`config.mk`:
```
export PLATFORM = sky130hd
export DESIGN_NAME = cache_line_xfer_flat
export DESIGN_NICKNAME = d
export VERILOG_FILES = /design/src/rtl/cache_line_xfer_if.sv /design/src/rtl/cache_line_xfer.sv /design/src/flat_wrapper.sv
export SDC_FILE = /design/constraint.sdc
export NUM_CORES = 2
export LEC_CHECK = 0
export CAP_MARGIN = 20
export CORE_AREA = 2 2 532 534
export DETAILED_ROUTE_END_ITERATION = 7
export DIE_AREA = 0 0 534 536
export PLACE_DENSITY_LB_ADDON = 0.25
export SYNTH_ARGS = -nofsm -noshare
export SYNTH_HDL_FRONTEND = slang
export SYNTH_SLANG_ARGS = --single-unit
```
`constraint.sdc`:
```
create_clock -name clk -period 2.9 [get_ports clk]
set_input_delay 0.58 -clock clk [delete_from_list [all_inputs] [get_ports clk]]
set_output_delay 0.58 -clock clk [all_outputs]
set_load 0.02 [all_outputs]
```
`src/rtl/cache_line_xfer_if.sv`:
```
// Controller-side request / beat-push / FIFO-drain bus of one cache line transfer engine.
// master = transfer engine, slave = AXI controller port.
interface cache_line_xfer_if #(
    parameter int ADDR_WIDTH = 64,
    parameter int BEAT_BITS  = 64
);
    logic                  axi_req;
    logic                  rw_req;
    logic [ADDR_WIDTH-1:0] addr;
    logic [BEAT_BITS-1:0]  data;
    logic [7:0]            rw_len;
    logic                  axi_grant;
    logic                  axi_done;
    logic [BEAT_BITS-1:0]  data_i;
    logic [8:0]            fifo_idx;
    logic                  fifo_wen;
    logic                  fifo_done;

    modport master (
        output axi_req, rw_req, addr, data, rw_len, fifo_idx, fifo_wen, fifo_done,
        input  axi_grant, axi_done, data_i
    );

    modport slave (
        input  axi_req, rw_req, addr, data, rw_len, fifo_idx, fifo_wen, fifo_done,
        output axi_grant, axi_done, data_i
    );
endinterface

```
`src/rtl/cache_line_xfer.sv`:
```
// Cache line transfer engine: optional 8-beat victim writeback, then 8-beat line refill,
// driving one request port of the AXI controller.
module cache_line_xfer #(
    parameter int ADDR_WIDTH = 64,
    parameter int LINE_BITS  = 512,
    parameter int BEAT_BITS  = 64
) (
    input  logic                  clk,
    input  logic                  rst,
    input  logic                  miss_valid,
    input  logic                  miss_wb,
    input  logic                  miss_rd,
    input  logic [ADDR_WIDTH-1:0] victim_addr,
    input  logic [LINE_BITS-1:0]  victim_line,
    input  logic [ADDR_WIDTH-1:0] refill_addr,
    output logic                  busy,
    output logic                  refill_valid,
    output logic [LINE_BITS-1:0]  refill_line,
    output logic                  wb_done,
    cache_line_xfer_if.master     ctl
);
    typedef enum logic [3:0] {
        IDLE, WB_REQ, WB_FILL, WB_WAIT, WB_REL, RD_REQ, RD_WAIT, RD_DRAIN, RD_REL
    } state_e;

    localparam logic [ADDR_WIDTH-1:0] LINE_MASK = ~ADDR_WIDTH'(63);

    state_e                state_q;
    logic [2:0]            k_q;
    logic                  rd_q;
    logic [ADDR_WIDTH-1:0] rd_addr_q;
    logic [LINE_BITS-1:0]  victim_q;
    logic                  done_q;
    logic                  busy_q;
    logic                  refill_valid_q;
    logic [LINE_BITS-1:0]  refill_line_q;
    logic                  wb_done_q;
    logic                  axi_req_q;
    logic                  rw_req_q;
    logic [ADDR_WIDTH-1:0] addr_q;
    logic                  fifo_wen_q;
    logic                  fifo_done_q;
    logic                  done_rise;

    // A done level left high from an earlier burst must not complete the current one.
    assign done_rise = ctl.axi_done & ~done_q;

    always_ff @(posedge clk) begin
        if (rst) begin
            state_q        <= IDLE;
            k_q            <= '0;
            rd_q           <= 1'b0;
            rd_addr_q      <= '0;
            victim_q       <= '0;
            done_q         <= 1'b0;
            busy_q         <= 1'b0;
            refill_valid_q <= 1'b0;
            refill_line_q  <= '0;
            wb_done_q      <= 1'b0;
            axi_req_q      <= 1'b0;
            rw_req_q       <= 1'b0;
            addr_q         <= '0;
            fifo_wen_q     <= 1'b0;
            fifo_done_q    <= 1'b0;
        end else begin
            done_q         <= ctl.axi_done;
            refill_valid_q <= 1'b0;
            wb_done_q      <= 1'b0;
            fifo_done_q    <= 1'b0;
            case (state_q)
                IDLE: begin
                    if (miss_valid && (miss_wb || miss_rd)) begin
                        rd_q      <= miss_rd;
                        rd_addr_q <= refill_addr & LINE_MASK;
                        victim_q  <= victim_line;
                        busy_q    <= 1'b1;
                        axi_req_q <= 1'b1;
                        rw_req_q  <= miss_wb;
                        addr_q    <= miss_wb ? (victim_addr & LINE_MASK)
                                             : (refill_addr & LINE_MASK);
                        state_q   <= miss_wb ? WB_REQ : RD_REQ;
                    end
                end
                WB_REQ: begin
                    if (ctl.axi_grant) begin
                        k_q        <= '0;
                        fifo_wen_q <= 1'b1;
                        state_q    <= WB_FILL;
                    end
                end
                WB_FILL: begin
                    if (k_q == 3'd7) begin
                        k_q        <= '0;
                        fifo_wen_q <= 1'b0;
                        state_q    <= WB_WAIT;
                    end else begin
                        k_q <= k_q + 3'd1;
                    end
                end
                WB_WAIT: begin
                    if (done_rise) begin
                        axi_req_q   <= 1'b0;
                        fifo_done_q <= 1'b1;
                        wb_done_q   <= ~rd_q;
                        state_q     <= WB_REL;
                    end
                end
                WB_REL: begin
                    if (rd_q) begin
                        axi_req_q <= 1'b1;
                        rw_req_q  <= 1'b0;
                        addr_q    <= rd_addr_q;
                        state_q   <= RD_REQ;
                    end else begin
                        busy_q  <= 1'b0;
                        state_q <= IDLE;
                    end
                end
                RD_REQ: begin
                    if (ctl.axi_grant) begin
                        state_q <= RD_WAIT;
                    end
                end
                RD_WAIT: begin
                    if (done_rise) begin
                        axi_req_q <= 1'b0;
                        k_q       <= '0;
                        state_q   <= RD_DRAIN;
                    end
                end
                RD_DRAIN: begin
                    refill_line_q[int'(k_q)*BEAT_BITS +: BEAT_BITS] <= ctl.data_i;
                    if (k_q == 3'd7) begin
                        k_q            <= '0;
                        fifo_done_q    <= 1'b1;
                        refill_valid_q <= 1'b1;
                        state_q        <= RD_REL;
                    end else begin
                        k_q <= k_q + 3'd1;
                    end
                end
                RD_REL: begin
                    busy_q  <= 1'b0;
                    state_q <= IDLE;
                end
                default: state_q <= IDLE;
            endcase
        end
    end

    assign busy          = busy_q;
    assign refill_valid  = refill_valid_q;
    assign refill_line   = refill_line_q;
    assign wb_done       = wb_done_q;
    assign ctl.axi_req   = axi_req_q;
    assign ctl.rw_req    = rw_req_q;
    assign ctl.addr      = addr_q;
    assign ctl.rw_len    = 8'd7;
    assign ctl.fifo_wen  = fifo_wen_q;
    assign ctl.fifo_done = fifo_done_q;
    assign ctl.data      = (state_q == WB_FILL) ? victim_q[int'(k_q)*BEAT_BITS +: BEAT_BITS] : '0;
    assign ctl.fifo_idx  = (state_q == RD_DRAIN) ? {k_q, 6'b0} : '0;
endmodule

```
`src/flat_wrapper.sv`:
```
// flat-port wrapper written by rule: the top's interface ports become plain ports
module cache_line_xfer_flat 
#(
    parameter int ADDR_WIDTH = 64,
    parameter int LINE_BITS  = 512,
    parameter int BEAT_BITS  = 64
)
  (clk, rst, miss_valid, miss_wb, miss_rd, victim_addr, victim_line, refill_addr, busy, refill_valid, refill_line, wb_done, ctl_axi_req, ctl_rw_req, ctl_addr, ctl_data, ctl_rw_len, ctl_fifo_idx, ctl_fifo_wen, ctl_fifo_done, ctl_axi_grant, ctl_axi_done, ctl_data_i);
  cache_line_xfer_if #(.ADDR_WIDTH(ADDR_WIDTH), .BEAT_BITS(BEAT_BITS)) ctl_i ();
  input  logic clk;
  input  logic rst;
  input  logic miss_valid;
  input  logic miss_wb;
  input  logic miss_rd;
  input  logic [ADDR_WIDTH-1:0] victim_addr;
  input  logic [LINE_BITS-1:0] victim_line;
  input  logic [ADDR_WIDTH-1:0] refill_addr;
  output logic busy;
  output logic refill_valid;
  output logic [LINE_BITS-1:0] refill_line;
  output logic wb_done;
  output wire logic [$bits(ctl_i.axi_req)-1:0] ctl_axi_req;
  output wire logic [$bits(ctl_i.rw_req)-1:0] ctl_rw_req;
  output wire logic [$bits(ctl_i.addr)-1:0] ctl_addr;
  output wire logic [$bits(ctl_i.data)-1:0] ctl_data;
  output wire logic [$bits(ctl_i.rw_len)-1:0] ctl_rw_len;
  output wire logic [$bits(ctl_i.fifo_idx)-1:0] ctl_fifo_idx;
  output wire logic [$bits(ctl_i.fifo_wen)-1:0] ctl_fifo_wen;
  output wire logic [$bits(ctl_i.fifo_done)-1:0] ctl_fifo_done;
  input wire logic [$bits(ctl_i.axi_grant)-1:0] ctl_axi_grant;
  input wire logic [$bits(ctl_i.axi_done)-1:0] ctl_axi_done;
  input wire logic [$bits(ctl_i.data_i)-1:0] ctl_data_i;
  assign ctl_axi_req = ctl_i.axi_req;
  assign ctl_rw_req = ctl_i.rw_req;
  assign ctl_addr = ctl_i.addr;
  assign ctl_data = ctl_i.data;
  assign ctl_rw_len = ctl_i.rw_len;
  assign ctl_fifo_idx = ctl_i.fifo_idx;
  assign ctl_fifo_wen = ctl_i.fifo_wen;
  assign ctl_fifo_done = ctl_i.fifo_done;
  assign ctl_i.axi_grant = ctl_axi_grant;
  assign ctl_i.axi_done = ctl_axi_done;
  assign ctl_i.data_i = ctl_data_i;
  cache_line_xfer #(.ADDR_WIDTH(ADDR_WIDTH), .LINE_BITS(LINE_BITS), .BEAT_BITS(BEAT_BITS)) u_core (.clk(clk), .rst(rst), .miss_valid(miss_valid), .miss_wb(miss_wb), .miss_rd(miss_rd), .victim_addr(victim_addr), .victim_line(victim_line), .refill_addr(refill_addr), .busy(busy), .refill_valid(refill_valid), .refill_line(refill_line), .wb_done(wb_done), .ctl(ctl_i));
endmodule
```
==> summary.txt <==
Clock network
  – CTS tree: yes
  – Skew-Pair Late Insertion Delay: 830 ps
  – CTS buffer count: 153
  – H-Tree Level Count: 4
  – CTS root buf: clkbuf_16
  – Reg clk slew, reported paths: 60 ps
  – Hold Buf Count CTS: 0
  – Clk buf depth: 4
  – Num Clock Sinks: 1156

Logic synthesis
  – Cell Area, Synth: 46110 sq um
  – Synth area leader: dfxtp_1
  – Register area share after synthesis: 50.19%
  – FF+latch count, synth: 1156
  – Synth cell types: 50
  – Top-area cell type share of the netlist area: 50.19%
  – Post-synth EDFFs: 0
  – Top cells by area, synth: dfxtp_1 (50%), nand2_1 (16%), a21oi_1 (13%)
  – Gate Count Post-Synth: 5723
  – Synth Area per Inst: 8.057 sq um
  – Ys async rst share: 0%
  – Yosys warning count: 0
  – Synth Flop Type: dfxtp_1

Place
  – DP HPWL: 187600 um
  – Routability Congestion: 0.8574
  – Port bufs: 1342
  – Place WS: -304.4 ps

Route
  – Post-route DRC violation count: 0
  – Iteration-0 DRC count of the detailed router: 3085
  – Initial DRT Pass Iterations: 5
  – Routed vias: 46590
  – ANT nets after route: 0
  – Total Wirelength: 255400 um
  – Vias per inst: 4.287
  – Avg WL per Cell: 23.50 um

Pwr
  – Peak supply drop: 0.0004121 V
  – Pleak: 24.17 nW
  – Power Total: 48.93 mW
  – Power Density: 680.1 nW/um^2

Timing
  – Period utilization: 108.9%
  – Max Clock Skew: 83.98 ps
  – Count of final setup violators: 64
  – Slew Limit Fails: 0
  – Final hold violations: 0
  – RSZ-0062 raised after global routing: yes
  – Worst Tran Pin Value: 1008 ps
  – Total Neg Setup Slack: -11190 ps
  – Min Clock Period, post-route: 3160 ps
  – Fmax: 0.3165 GHz
  – Final worst slack: -259.5 ps
  – Max_slew headroom: 32.59%

Run
  – Max_cap viols: 0

Floorplan
  – Num ports: 1375
  – Initial Util: 16.42%
  – Die area: 286200 sq um
  – FP Rows: 195
  – Die Span Y: 536 um
  – CORE AREA: 280800 sq um
  – Die Wd: 534 um

Critical path
  – Crit Path Max Fanout: 6
  – Crit Path Class: register to primary output
  – CP Launch Type: register
  – Crit end category: primary output
  – CP required: 2320 ps
  – CP arrival: 2580 ps

Cells and area
  – Area growth syn-to-layout: 56.02%
  – Commonest cells after routing, fill and taps aside: nand2_1 (1856), clkdlybuf4s50_1 (1273), a21oi_1 (1153), dfxtp_1 (1153), nand3_1 (450)
  – Fin util: 25.62%
  – Leading cell type in the layout, fill and taps excluded: nand2_1
  – FILL cells: 30310
  – Final net count: 7723
  – Share of cells above drive strength 1: 13.57%

Global routing
  – Pin count of the biggest net entering global routing: 129
  – Grt ovf: 0
  – Vias in the first global route: 44960
  – Antenna violations before repair: 75
  – All-Layer GR Usage: 16.80%
  – Global-route wire length before repair: 347600 um

Run status
  – Failing checks: setup timing
  – Status: finished, violations left

Hold path
  – Min-Delay Path Class: input pin to register
==> critical path, stage by stage, from the launching register on <==
cell and delay [ps]:
dfxtp_4 400, buf_8 120, buf_12 140, buf_12 140
buf_6 100, mux4_2 520, nand2_4 130, a21oi_4 60
buf_6 140
==> through the flow <==
| stage | instance area, sq um | instances | hold slack [ps] |
|---|---|---|---|
| after global placement | 65350 | 10530 | 437.3 |
| final | 71940 | 10870 | 189.2 |
| after detailed placement | 65350 | 10530 | 442.7 |
| after floorplan | 46180 | 5741 | 433.1 |
| after global routing | 71900 | 10850 | 126.3 |
| after CTS | 71000 | 10820 | 118.9 |
==> power by group <==
part           total, mW  switching [mW]  internal, mW
clock               18.4            7.68          10.7
sequential          18.2           0.879          17.3
combinational       12.3            6.99          5.31
total               48.9            15.6          33.4
==> state kept, by name, indices dropped and copies added, names as in the netlist, 3 cells and up <==
| register | flops |
|---|---|
| u_core.ctl.addr | 58 |
| u_core.state_q | 4 |
| u_core.rd_addr_q | 58 |
| u_core.refill_line | 512 |
| u_core.victim_q | 512 |
| u_core.k_q | 3 |
==> path summary, 6_finish.rpt <==
| path | from | to | slack (ps) | cells past startpoint |
|---|---|---|---|---|
| setup / recovery | u_core.k_q[0] | ctl_data[31] | -260 | 8 |
| hold reg to reg | u_core.refill_line[261] | u_core.refill_line[261] | 450 | 2 |
| hold / removal | rst | u_core.ctl.addr[25] | 190 | 2 |
| setup reg to reg | u_core.k_q[0] | u_core.refill_line[365] | 130 | 11 |
==> cells by family (layout without fill, tap and decap cells) <==
| group | Yosys count | in the layout | share of synthesized area [%] |
|---|---|---|---|
| AND/OR/NAND/NOR | 2478 | 2478 | 21.78 |
| AO/OA/AOI/OAI | 1293 | 1293 | 14.51 |
| flip-flops | 1156 | 1156 | 50.19 |
| buffers and inverters | 596 | 1957 | 5.693 |
| multiplexers | 190 | 190 | 7.604 |
| adder cells (fa/ha/maj) | 7 | 7 | 0.1899 |
| other | 2 | 44 | 0.01629 |
| XOR/XNOR | 1 | 1 | 0.01900 |
==> metal layers <==
layer / track usage, % / vias up / part of all wire, %
met5: 0 / - / 0.22
met4: 5.470 / 82 / 3.2
met3: 5.901 / 429 / 9.2
met2: 28.06 / 1755 / 47
met1: 19.97 / 22530 / 40
li1: - / 21790 / -
==> synth_stat cells (all sizes together) (7+ instances only) <==
cell type  count
mux2i         60
buf          246
nand3        451
mux4         128
dfxtp       1156
nor2          15
o211ai        61
inv            7
nand2       1964
ha             7
a21oi       1211
clkbuf       343
==> layout make-up <==
class	count	area [sq um]	share of cell area, %
Inverter	7	27.53	0.03826
Timing Repair Buffer	1698	17990	25.01
Clock inverter	40	421.7	0.5861
Sequential cell	1156	23150	32.19
Multi-Input combinational cell	3989	21300	29.61
Clock buffer	212	4303	5.981
Antenna cell	24	60.06	0.08349
Tap cell	3743	4683	6.510
==> timing repair <==
item | in CTS | in global routing
gates cloned | 7 | 6
setup buffers | 23 | 31
endpoints found under the setup margin | 130 | 152
pin swaps | 67 | 79
resized for setup | 439 | 162
No activity file was read; power rests on OpenSTA's default activity.
